**config.mk**
```make
export PLATFORM = sky130hd
export DESIGN_NAME = xmit_frame_scheduler
export DESIGN_NICKNAME = d
export VERILOG_FILES = /design/src/rtl/xmit_pkg.sv /design/src/rtl/xmit_prio_arbiter.sv /design/src/rtl/xmit_frame_scheduler.sv
export SDC_FILE = /design/constraint.sdc
export NUM_CORES = 1
export LEC_CHECK = 0
export CAP_MARGIN = 20
export CORE_MARGIN = 2
export CORE_UTILIZATION = 25
export DETAILED_ROUTE_END_ITERATION = 8
export GPL_TIMING_DRIVEN = 0
export PLACE_DENSITY_LB_ADDON = 0.25
export SETUP_SLACK_MARGIN = 0.02
export SLEW_MARGIN = 40
export SYNTH_ARGS = -nofsm -noshare
export SYNTH_HDL_FRONTEND = slang
export SYNTH_SLANG_ARGS = --single-unit
```
**constraint.sdc**
```tcl
create_clock -name clk_sys -period 2.9 [get_ports clk_sys]
set_input_delay 0.725 -clock clk_sys [delete_from_list [all_inputs] [get_ports clk_sys]]
set_output_delay 0.725 -clock clk_sys [all_outputs]
set_load 0.01 [all_outputs]
```
**src/rtl/xmit_pkg.sv**
```systemverilog
// Shared types and constants for the transmit frame scheduler: FSM states,
// control-block field layout and default legal frame-length bounds.
package xmit_pkg;

  typedef enum logic [1:0] {
    ST_IDLE,
    ST_XFER,
    ST_DRAIN,
    ST_GAP
  } state_e;

  localparam int LEN_MSB = 23;
  localparam int LEN_LSB = 12;
  localparam int TAG_MSB = 11;

  localparam int DEF_MIN_LEN = 64;
  localparam int DEF_MAX_LEN = 1518;

  function automatic logic [11:0] ctrl_len(input logic [23:0] ctrl);
    return ctrl[LEN_MSB:LEN_LSB];
  endfunction

  function automatic logic [11:0] ctrl_tag(input logic [23:0] ctrl);
    return ctrl[TAG_MSB:0];
  endfunction

endpackage

```
**src/rtl/xmit_prio_arbiter.sv**
```systemverilog
// Strict-priority pick between the high and low queues, with a high-streak
// counter that forces one low grant after HI_BURST_MAX back-to-back highs.
module xmit_prio_arbiter
  import xmit_pkg::*;
#(
  parameter int HI_BURST_MAX = 4
) (
  input  logic        clk_sys,
  input  logic        reset,
  input  logic        arb_en,
  input  logic        take,
  input  logic        hi_frame_valid,
  input  logic [23:0] hi_ctrl,
  input  logic        lo_frame_valid,
  input  logic [23:0] lo_ctrl,
  output logic        grant_hi,
  output logic        grant_lo,
  output logic [23:0] cand_ctrl
);

  localparam int STREAK_W = (HI_BURST_MAX < 1) ? 1 : $clog2(HI_BURST_MAX + 1);
  localparam logic [STREAK_W-1:0] STREAK_MAX = STREAK_W'(HI_BURST_MAX);

  logic [STREAK_W-1:0] streak_q, streak_d;
  logic                starved;

  always_comb begin
    starved   = (HI_BURST_MAX != 0) && (streak_q == STREAK_MAX);
    grant_lo  = lo_frame_valid && (!hi_frame_valid || starved);
    grant_hi  = hi_frame_valid && !grant_lo;
    cand_ctrl = grant_lo ? lo_ctrl : hi_ctrl;

    streak_d = streak_q;
    if (arb_en) begin
      if (take && grant_hi) begin
        if (streak_q != STREAK_MAX) streak_d = streak_q + 1'b1;
      end else if (take && grant_lo) begin
        streak_d = '0;
      end else if (!hi_frame_valid) begin
        streak_d = '0;
      end
    end
  end

  // NOTE: state flops use non-blocking assignments so every flop samples the
  // pre-edge value of its neighbours, independent of block ordering.
  always_ff @(posedge clk_sys or negedge reset) begin
    if (!reset) streak_q <= '0;
    else        streak_q <= streak_d;
  end

endmodule

```
**src/rtl/xmit_frame_scheduler.sv**
```systemverilog
// Picks a frame from the high/low receive buffers, sequences its byte reads,
// starts the transmit engine or drains out-of-range frames, then holds an IFG.
module xmit_frame_scheduler
  import xmit_pkg::*;
#(
  parameter int MIN_LEN      = DEF_MIN_LEN,
  parameter int MAX_LEN      = DEF_MAX_LEN,
  parameter int IFG_CYCLES   = 12,
  parameter int HI_BURST_MAX = 4
) (
  input  logic        clk_sys,
  input  logic        reset,
  input  logic        hi_frame_valid,
  input  logic [23:0] hi_ctrl,
  input  logic        lo_frame_valid,
  input  logic [23:0] lo_ctrl,
  input  logic        tx_ready,
  output logic        hi_ctrl_pop,
  output logic        lo_ctrl_pop,
  output logic        hi_data_rd,
  output logic        lo_data_rd,
  output logic        data_sel,
  output logic        tx_start,
  output logic [11:0] tx_len,
  output logic [11:0] tx_tag,
  output logic        discard_en,
  output logic        busy,
  output logic [15:0] hi_sent_cnt,
  output logic [15:0] lo_sent_cnt,
  output logic [15:0] drop_cnt
);

  localparam logic [11:0] MIN_L = 12'(MIN_LEN);
  localparam logic [11:0] MAX_L = 12'(MAX_LEN);
  localparam int GAP_W = (IFG_CYCLES < 2) ? 1 : $clog2(IFG_CYCLES);
  localparam logic [GAP_W-1:0] GAP_LOAD = GAP_W'(IFG_CYCLES - 1);

  state_e             state_q, state_d;
  logic [11:0]        byte_cnt_q, byte_cnt_d;
  logic [GAP_W-1:0]   gap_cnt_q, gap_cnt_d;
  logic               hi_ctrl_pop_q, hi_ctrl_pop_d, lo_ctrl_pop_q, lo_ctrl_pop_d;
  logic               hi_data_rd_q, hi_data_rd_d, lo_data_rd_q, lo_data_rd_d;
  logic               data_sel_q, data_sel_d, tx_start_q, tx_start_d;
  logic               discard_en_q, discard_en_d, busy_q, busy_d;
  logic [11:0]        tx_len_q, tx_len_d, tx_tag_q, tx_tag_d;
  logic [15:0]        hi_sent_cnt_q, hi_sent_cnt_d, lo_sent_cnt_q, lo_sent_cnt_d;
  logic [15:0]        drop_cnt_q, drop_cnt_d;

  logic               arb_en, take, grant_hi, grant_lo, cand_good, rd_next;
  logic [23:0]        cand_ctrl;
  logic [11:0]        cand_len;

  xmit_prio_arbiter #(.HI_BURST_MAX(HI_BURST_MAX)) u_arb (
    .clk_sys        (clk_sys),
    .reset          (reset),
    .arb_en         (arb_en),
    .take           (take),
    .hi_frame_valid (hi_frame_valid),
    .hi_ctrl        (hi_ctrl),
    .lo_frame_valid (lo_frame_valid),
    .lo_ctrl        (lo_ctrl),
    .grant_hi       (grant_hi),
    .grant_lo       (grant_lo),
    .cand_ctrl      (cand_ctrl)
  );

  // Bad frames are drained without waiting for the transmit engine.
  always_comb begin
    arb_en    = (state_q == ST_IDLE);
    cand_len  = ctrl_len(cand_ctrl);
    cand_good = (cand_len >= MIN_L) && (cand_len <= MAX_L);
    take      = arb_en && (grant_hi || grant_lo) && (tx_ready || !cand_good);
  end

  always_comb begin
    // NOTE: every _d starts from its hold value so no path through the case
    // leaves a signal unassigned and infers a latch.
    state_d       = state_q;
    byte_cnt_d    = byte_cnt_q;
    gap_cnt_d     = gap_cnt_q;
    hi_ctrl_pop_d = 1'b0;
    lo_ctrl_pop_d = 1'b0;
    tx_start_d    = 1'b0;
    discard_en_d  = 1'b0;
    rd_next       = 1'b0;
    data_sel_d    = data_sel_q;
    tx_len_d      = tx_len_q;
    tx_tag_d      = tx_tag_q;
    hi_sent_cnt_d = hi_sent_cnt_q;
    lo_sent_cnt_d = lo_sent_cnt_q;
    drop_cnt_d    = drop_cnt_q;

    unique case (state_q)
      ST_IDLE: begin
        if (take) begin
          data_sel_d    = grant_hi;
          hi_ctrl_pop_d = grant_hi;
          lo_ctrl_pop_d = grant_lo;
          byte_cnt_d    = cand_len;
          rd_next       = (cand_len != 12'd0);
          if (cand_good) begin
            state_d    = ST_XFER;
            tx_start_d = 1'b1;
            tx_len_d   = cand_len;
            tx_tag_d   = ctrl_tag(cand_ctrl);
            if (grant_hi) hi_sent_cnt_d = hi_sent_cnt_q + 16'd1;
            else          lo_sent_cnt_d = lo_sent_cnt_q + 16'd1;
          end else begin
            state_d      = ST_DRAIN;
            discard_en_d = 1'b1;
            drop_cnt_d   = drop_cnt_q + 16'd1;
          end
        end
      end
      // byte_cnt_q counts the read issued this cycle plus those still to come.
      ST_XFER, ST_DRAIN: begin
        if (byte_cnt_q > 12'd1) begin
          byte_cnt_d   = byte_cnt_q - 12'd1;
          rd_next      = 1'b1;
          discard_en_d = (state_q == ST_DRAIN);
        end else begin
          byte_cnt_d = '0;
          gap_cnt_d  = GAP_LOAD;
          state_d    = (IFG_CYCLES == 0) ? ST_IDLE : ST_GAP;
        end
      end
      ST_GAP: begin
        if (gap_cnt_q == '0) state_d = ST_IDLE;
        else                 gap_cnt_d = gap_cnt_q - 1'b1;
      end
      default: state_d = ST_IDLE;
    endcase

    hi_data_rd_d = rd_next && data_sel_d;
    lo_data_rd_d = rd_next && !data_sel_d;
    busy_d       = (state_d != ST_IDLE);
  end

  always_ff @(posedge clk_sys or negedge reset) begin
    if (!reset) begin
      state_q       <= ST_IDLE;
      byte_cnt_q    <= '0;
      gap_cnt_q     <= '0;
      hi_ctrl_pop_q <= 1'b0;
      lo_ctrl_pop_q <= 1'b0;
      hi_data_rd_q  <= 1'b0;
      lo_data_rd_q  <= 1'b0;
      data_sel_q    <= 1'b0;
      tx_start_q    <= 1'b0;
      tx_len_q      <= '0;
      tx_tag_q      <= '0;
      discard_en_q  <= 1'b0;
      busy_q        <= 1'b0;
      hi_sent_cnt_q <= '0;
      lo_sent_cnt_q <= '0;
      drop_cnt_q    <= '0;
    end else begin
      state_q       <= state_d;
      byte_cnt_q    <= byte_cnt_d;
      gap_cnt_q     <= gap_cnt_d;
      hi_ctrl_pop_q <= hi_ctrl_pop_d;
      lo_ctrl_pop_q <= lo_ctrl_pop_d;
      hi_data_rd_q  <= hi_data_rd_d;
      lo_data_rd_q  <= lo_data_rd_d;
      data_sel_q    <= data_sel_d;
      tx_start_q    <= tx_start_d;
      tx_len_q      <= tx_len_d;
      tx_tag_q      <= tx_tag_d;
      discard_en_q  <= discard_en_d;
      busy_q        <= busy_d;
      hi_sent_cnt_q <= hi_sent_cnt_d;
      lo_sent_cnt_q <= lo_sent_cnt_d;
      drop_cnt_q    <= drop_cnt_d;
    end
  end

  assign hi_ctrl_pop = hi_ctrl_pop_q;
  assign lo_ctrl_pop = lo_ctrl_pop_q;
  assign hi_data_rd  = hi_data_rd_q;
  assign lo_data_rd  = lo_data_rd_q;
  assign data_sel    = data_sel_q;
  assign tx_start    = tx_start_q;
  assign tx_len      = tx_len_q;
  assign tx_tag      = tx_tag_q;
  assign discard_en  = discard_en_q;
  assign busy        = busy_q;
  assign hi_sent_cnt = hi_sent_cnt_q;
  assign lo_sent_cnt = lo_sent_cnt_q;
  assign drop_cnt    = drop_cnt_q;

endmodule

```
# After elaboration in Yosys (flattened, before gate mapping)
# Cells that the tools add are included.
# op_classes
add_sub_neg	6
magnitude_cmp	3
n_eq_ne	10
mux	32
bitwise_logic	2
n_reduce_logical	30
# op_table
operator	count
adder 16 x 1 -> 16 bit, second input constant	3
2-to-1 mux 12 bit	2
2-to-1 mux 24 bit	1
case mux 12 bit (2 select lines)	1
2-to-1 mux 1 bit	14
>= comparator 12 x 7 -> 1 bit, second input constant	1
greater-than comparator 12 x 1 -> 1 bit, second input constant	1
less-or-equal comparator 12 x 11 -> 1 bit, second input constant	1
2-to-1 mux 3 bit	4
AND reduction 3 bit	4
nonzero test 12 bit	1
subtractor 12 x 1 -> 12 bit, second input constant	1
logical AND 1 bit	9
2-to-1 mux 2 bit	4
2-to-1 mux 4 bit	2
case mux 4 bit (2 select lines)	1
AND reduction 4 bit	2
!= test 2 bit, second input constant	3
case mux 2 bit (3 select lines)	1
nonzero test 2 bit	3
== test 2 bit, second input constant	2
logical NOT 1 bit	4
logical NOT 4 bit	1
case mux 1 bit (2 select lines)	2
other kinds (12)	15
# totals
register_bits	101
output_inout_bits	80
elab_cells	100

# Depth between registers and ports, before layout
# logic_depth
ltp_word	13
depth_mapped	10
mapped_depth_nobuf	9

# Cells and area by module
# Synthesis repeated with hierarchy kept, for this count alone.
# hier_totals
hier_cells	518
area_unflattened_um2	5252.5
# by_module_without_submodules
mod	n_inst	cells_each	area_per_inst_um2	seq_area_each_um2
xmit_frame_scheduler	1	467	4634.4	2452.4
xmit_prio_arbiter	1	51	618.1	75.1

# Worst setup path after synthesis
# OpenSTA, ideal clock, no wires.
# synth_path
kind	in2reg
startpoint	input hi_frame_valid
endpoint	register lo_sent_cnt_q[1], in the netlist lo_sent_cnt[1]
setup_ns	0.128
arrival_ns	2.629
t_required_ns	2.772
path_slack_ns	0.143
cell_stages	8
path_buffers	2
path_cell_list	buf_4 -> a21bo_4 -> and2_4 -> o32a_4 -> or3_4 -> buf_6 -> nor2_2 -> mux2_1
# synth_between
elab_chain_len	10
word_cells_on_any_way	16
cone_classes	order compare (2); mux (1); bitwise (1); reduce/logical (12)
# synth_lines
item	line	rtl
from (decl)	xmit_frame_scheduler.sv:13	input logic hi_frame_valid,
logical NOT 1 bit	xmit_prio_arbiter.sv:29	grant_lo = lo_frame_valid && (!hi_frame_valid || starved);
logical OR 1 bit	xmit_prio_arbiter.sv:29	
logical AND 1 bit	xmit_prio_arbiter.sv:29	
2-to-1 mux 24 bit	xmit_prio_arbiter.sv:31	cand_ctrl = grant_lo ? lo_ctrl : hi_ctrl;
>= comparator 12 x 7 -> 1 bit / less-or-equal comparator 12 x 11 -> 1 bit (equally long branches)	xmit_frame_scheduler.sv:71	cand_good = (cand_len >= MIN_L) && (cand_len <= MAX_L);
logical AND 1 bit	xmit_frame_scheduler.sv:71	
logical NOT 1 bit	xmit_frame_scheduler.sv:72	take = arb_en && (grant_hi || grant_lo) && (tx_ready || !cand_good);
logical OR 1 bit	xmit_frame_scheduler.sv:72	
logical AND 1 bit	xmit_frame_scheduler.sv:72	
AND reduction 4 bit (no source line) *	n/a	
to (signal assigned)	xmit_frame_scheduler.sv:172	lo_sent_cnt_q <= lo_sent_cnt_d;
to (decl)	xmit_frame_scheduler.sv:46	logic [15:0] hi_sent_cnt_q, hi_sent_cnt_d, lo_sent_cnt_q, lo_sent_cnt_d;
# Every way passes the cells marked *; elsewhere a longest branch is shown, timed or not.
# A chain may end at the register's enable or synchronous reset.

# Final worst setup path
# layout_path
startpoint	input hi_ctrl[12]
endpoint	register lo_sent_cnt_q[1], in the netlist lo_sent_cnt[1]
# layout_between
elab_chain_len	7
word_cells_on_any_way	8
cone_classes	order compare (2); mux (1); reduce/logical (5)
# layout_lines
item	line	rtl
from (decl)	xmit_frame_scheduler.sv:14	input logic [23:0] hi_ctrl,
2-to-1 mux 24 bit *	xmit_prio_arbiter.sv:31	
>= comparator 12 x 7 -> 1 bit / less-or-equal comparator 12 x 11 -> 1 bit (equally long branches)	xmit_frame_scheduler.sv:71	
logical AND 1 bit *	xmit_frame_scheduler.sv:71	
logical NOT 1 bit	xmit_frame_scheduler.sv:72	
logical OR 1 bit	xmit_frame_scheduler.sv:72	
logical AND 1 bit	xmit_frame_scheduler.sv:72	
AND reduction 4 bit (no source line) *	n/a	
# Marked as above.

==> impl_metrics.ini <==
[run_status]
status = finished clean

[sta]
drv_slew = 0
finalSetupViolCount = 0
tightestPinTransition_ps = 702.4
period_needed_ps = 2785
finalWorstSetupSlack_ps = 115.5
fin_worst_skew_ps = 8.116
timing.fmax_mhz = 359.1
slew_headroom_pct = 53.17
post-route-period-util_pct = 96.02
rsz0062_at_grt = false
whs_ps = 253.6
finalHoldViolations = 0
timing.setup.tns_ps = 0

[clock_tree]
clk_pin_slew_ps = 70
cts_root_buf = clkbuf_16
cts_buffers = 9
htreeDepth = 3
clock-sinks = 101
clock_latency_ps = 350
cts_buffer_depth = 2
cts_tree = yes

[worst_setup_path]
crit_arrival_ps = 3020
crit_chain = clkdlybuf4s50_1 > a41oi_1 > nor4b_2 > o32a_4 > or3_4 > buf_6 > nor2_2 > mux2_1
cp_max_fo = 10
cp_slowest_stage_delay_ps = 460
worstPathRequired_ps = 3130
crit_family = compound AO/OA/AOI/OAI gates
criticalPathCategory = in -> reg
slowest_stage = clkdlybuf4s50_1
critPathCaptureType = flop
crit_buf_inv = 2
start_kind = input pin

[route]
drt_iter0_drc = 238
routed_via_density = 4.851
totalWireLength_um = 15310
wire_per_inst_um = 16.05
drtAntennaViolNets = 0
vias = 4628
drc = 0
drtPass1Iterations = 5

[placed_design]
place_ws_ps = -438.7
io_buffers = 130
hpwlAfterDp_um = 11620
routabilityCongestion = 0.8816
dpl_cell_area_sq_um = 6859

[yosys]
yosysSeqAreaShare_pct = 48.72
synth.avg_cell_area_sq_um = 9.714
netlist-cell-type-count = 62
ys_ff_latch = 101
syn_area_sq_um = 5187
ys_warn_count = 0
async_reset_ff_share_pct = 100.0
synth-edff-count = 0
netlist_instances = 534
synthesis.nets = 598
synth_flop_cell = dfrtp_1

[die]
start_util_pct = 25.55
io_pins = 133
dieArea_sq_um = 21920
die-width_um = 148.1
die_h_um = 148.1
core_area_sq_um = 20300
core.rowCount = 52

[global_route]
grt_pass1_wl_um = 24200
track_usage_pct = 13.86
grt_pass1_vias = 4629
antenna_found_initial = 1
grt_overflow = 0
grt_max_degree = 60

[pwr]
power.density_nw_per_um2 = 819.0
ir_drop_mv = 0.3260
p_leak_uw = 0.002996

[layout]
design_area_sq_um = 7191
final_cell_mix = clkdlybuf4s50_1, dfrtp_1, nand2_1
final_core_util_pct = 35.42
syn_to_final_growth_pct = 38.62
layout-drive-gt1-share_pct = 7.613
nNetsFinal = 742
final_common_cell = clkdlybuf4s50_1

[job]
cap_violations = 0

[worst_hold_path]
min_path_type = in -> async
flip-flops by register name, indices dropped and copies added (netlist names):
name	flops
busy	1
byte_cnt_q	12
data_sel	1
discard_en	1
drop_cnt	16
gap_cnt_q	4
hi_ctrl_pop	1
hi_data_rd	1
hi_sent_cnt	16
lo_ctrl_pop	1
lo_data_rd	1
lo_sent_cnt	16
state_q	2
tx_len	12
tx_start	1
tx_tag	12
u_arb.streak_q	3
Yosys cell counts, types with 3 or more instances:
master    instances  area (sq um)
nand2_1          70         262.8
buf_6             3         33.78
nor3_2            3         30.03
ha_1             11         137.6
nor3_1           19         95.09
xor2_1           13         113.9
a31oi_1          14         87.58
nor2_1           47         176.4
xnor2_1          34         297.8
nand4_1          27         168.9
and2_1            6         37.54
o21a_1            3         22.52
inv_1            17         63.81
nand3_1          20         100.1
mux2i_1          11         110.1
dfrtp_1         101          2527
buf_2             6         30.03
clkbuf_1         12         45.04
o31ai_1           4         30.03
o21ai_0          33         165.2
a21oi_1          11         55.05
and3_1           10         62.56
nor4_1           10         62.56
through the flow:
step           power, uW  std cells
3_3_place_gp        4640        934
3_5_place_dp        4729        935
5_1_grt             6287        953
4_1_cts             5912        951
2_1_floorplan       3548        534
6_report            5889        954
per-layer routing:
| layer | share of wire, % | up-vias | global-route usage, % |
|---|---|---|---|
| li1 | - | 2192 | - |
| met1 | 44 | 2266 | 17.36 |
| met2 | 49 | 139 | 23.56 |
| met3 | 4.6 | 31 | 2.853 |
| met4 | 2.9 | 0 | 5.238 |
| met5 | 0 | - | 0 |
final timing paths:
check                             startpoint               to  slack (ps)  depth (start not counted)
max in group asynchronous              reset      drop_cnt[9]        2020                          2
hold reg to reg              hi_sent_cnt[15]  hi_sent_cnt[15]         470                          1
hold / removal                         reset   hi_sent_cnt[9]         250                          1
setup reg to reg           u_arb.streak_q[0]   lo_sent_cnt[1]         150                          9
setup / recovery                 hi_ctrl[12]   lo_sent_cnt[1]         120                          8
min in group clk_sys         hi_sent_cnt[15]  hi_sent_cnt[15]         470                          1
area by class of cell:
type | count | area [sq um]
diodes | 1 | 2.502
plain buffers | 24 | 125.1
clock buffers | 10 | 229.0
clock inverters | 6 | 47.55
fillers | 2098 | 13110
inverters | 18 | 67.56
multi-input cells | 391 | 2505
flip-flops and latches | 101 | 2527
well taps | 270 | 337.8
repair buffers | 133 | 1349
repair_timing:
item,4_1_cts,5_1_grt
hold buffers,0,0
pin swaps,1,1
buffers inserted,0,2
setup endpoints to repair,1,19
gates resized for setup,3,5
kinds of logic (layout without fill, tap and decap cells):
| logic type | after synthesis | count (layout) | share of synthesized area, % |
|---|---|---|---|
| flip-flops | 101 | 101 | 48.72 |
| other | 0 | 1 | 0 |
| buffers and inverters | 42 | 191 | 3.690 |
| AND/OR/NAND/NOR | 228 | 228 | 21.61 |
| adder cells (fa/ha/maj) | 11 | 11 | 2.653 |
| AO/OA/AOI/OAI | 91 | 91 | 12.62 |
| XOR/XNOR | 47 | 47 | 7.935 |
| multiplexers | 14 | 14 | 2.774 |
report_power, final:
| group | leakage [uW] | total, uW | internal [uW] | switching (uW) |
|---|---|---|---|---|
| clock | 0.000127 | 1150 | 591 | 561 |
| combinational | 0.00157 | 2550 | 1170 | 1380 |
| sequential | 0.00130 | 2190 | 1820 | 362 |
| total | 0.00300 | 5890 | 3580 | 2310 |
Note: power is estimated with default switching activity, not from simulation.
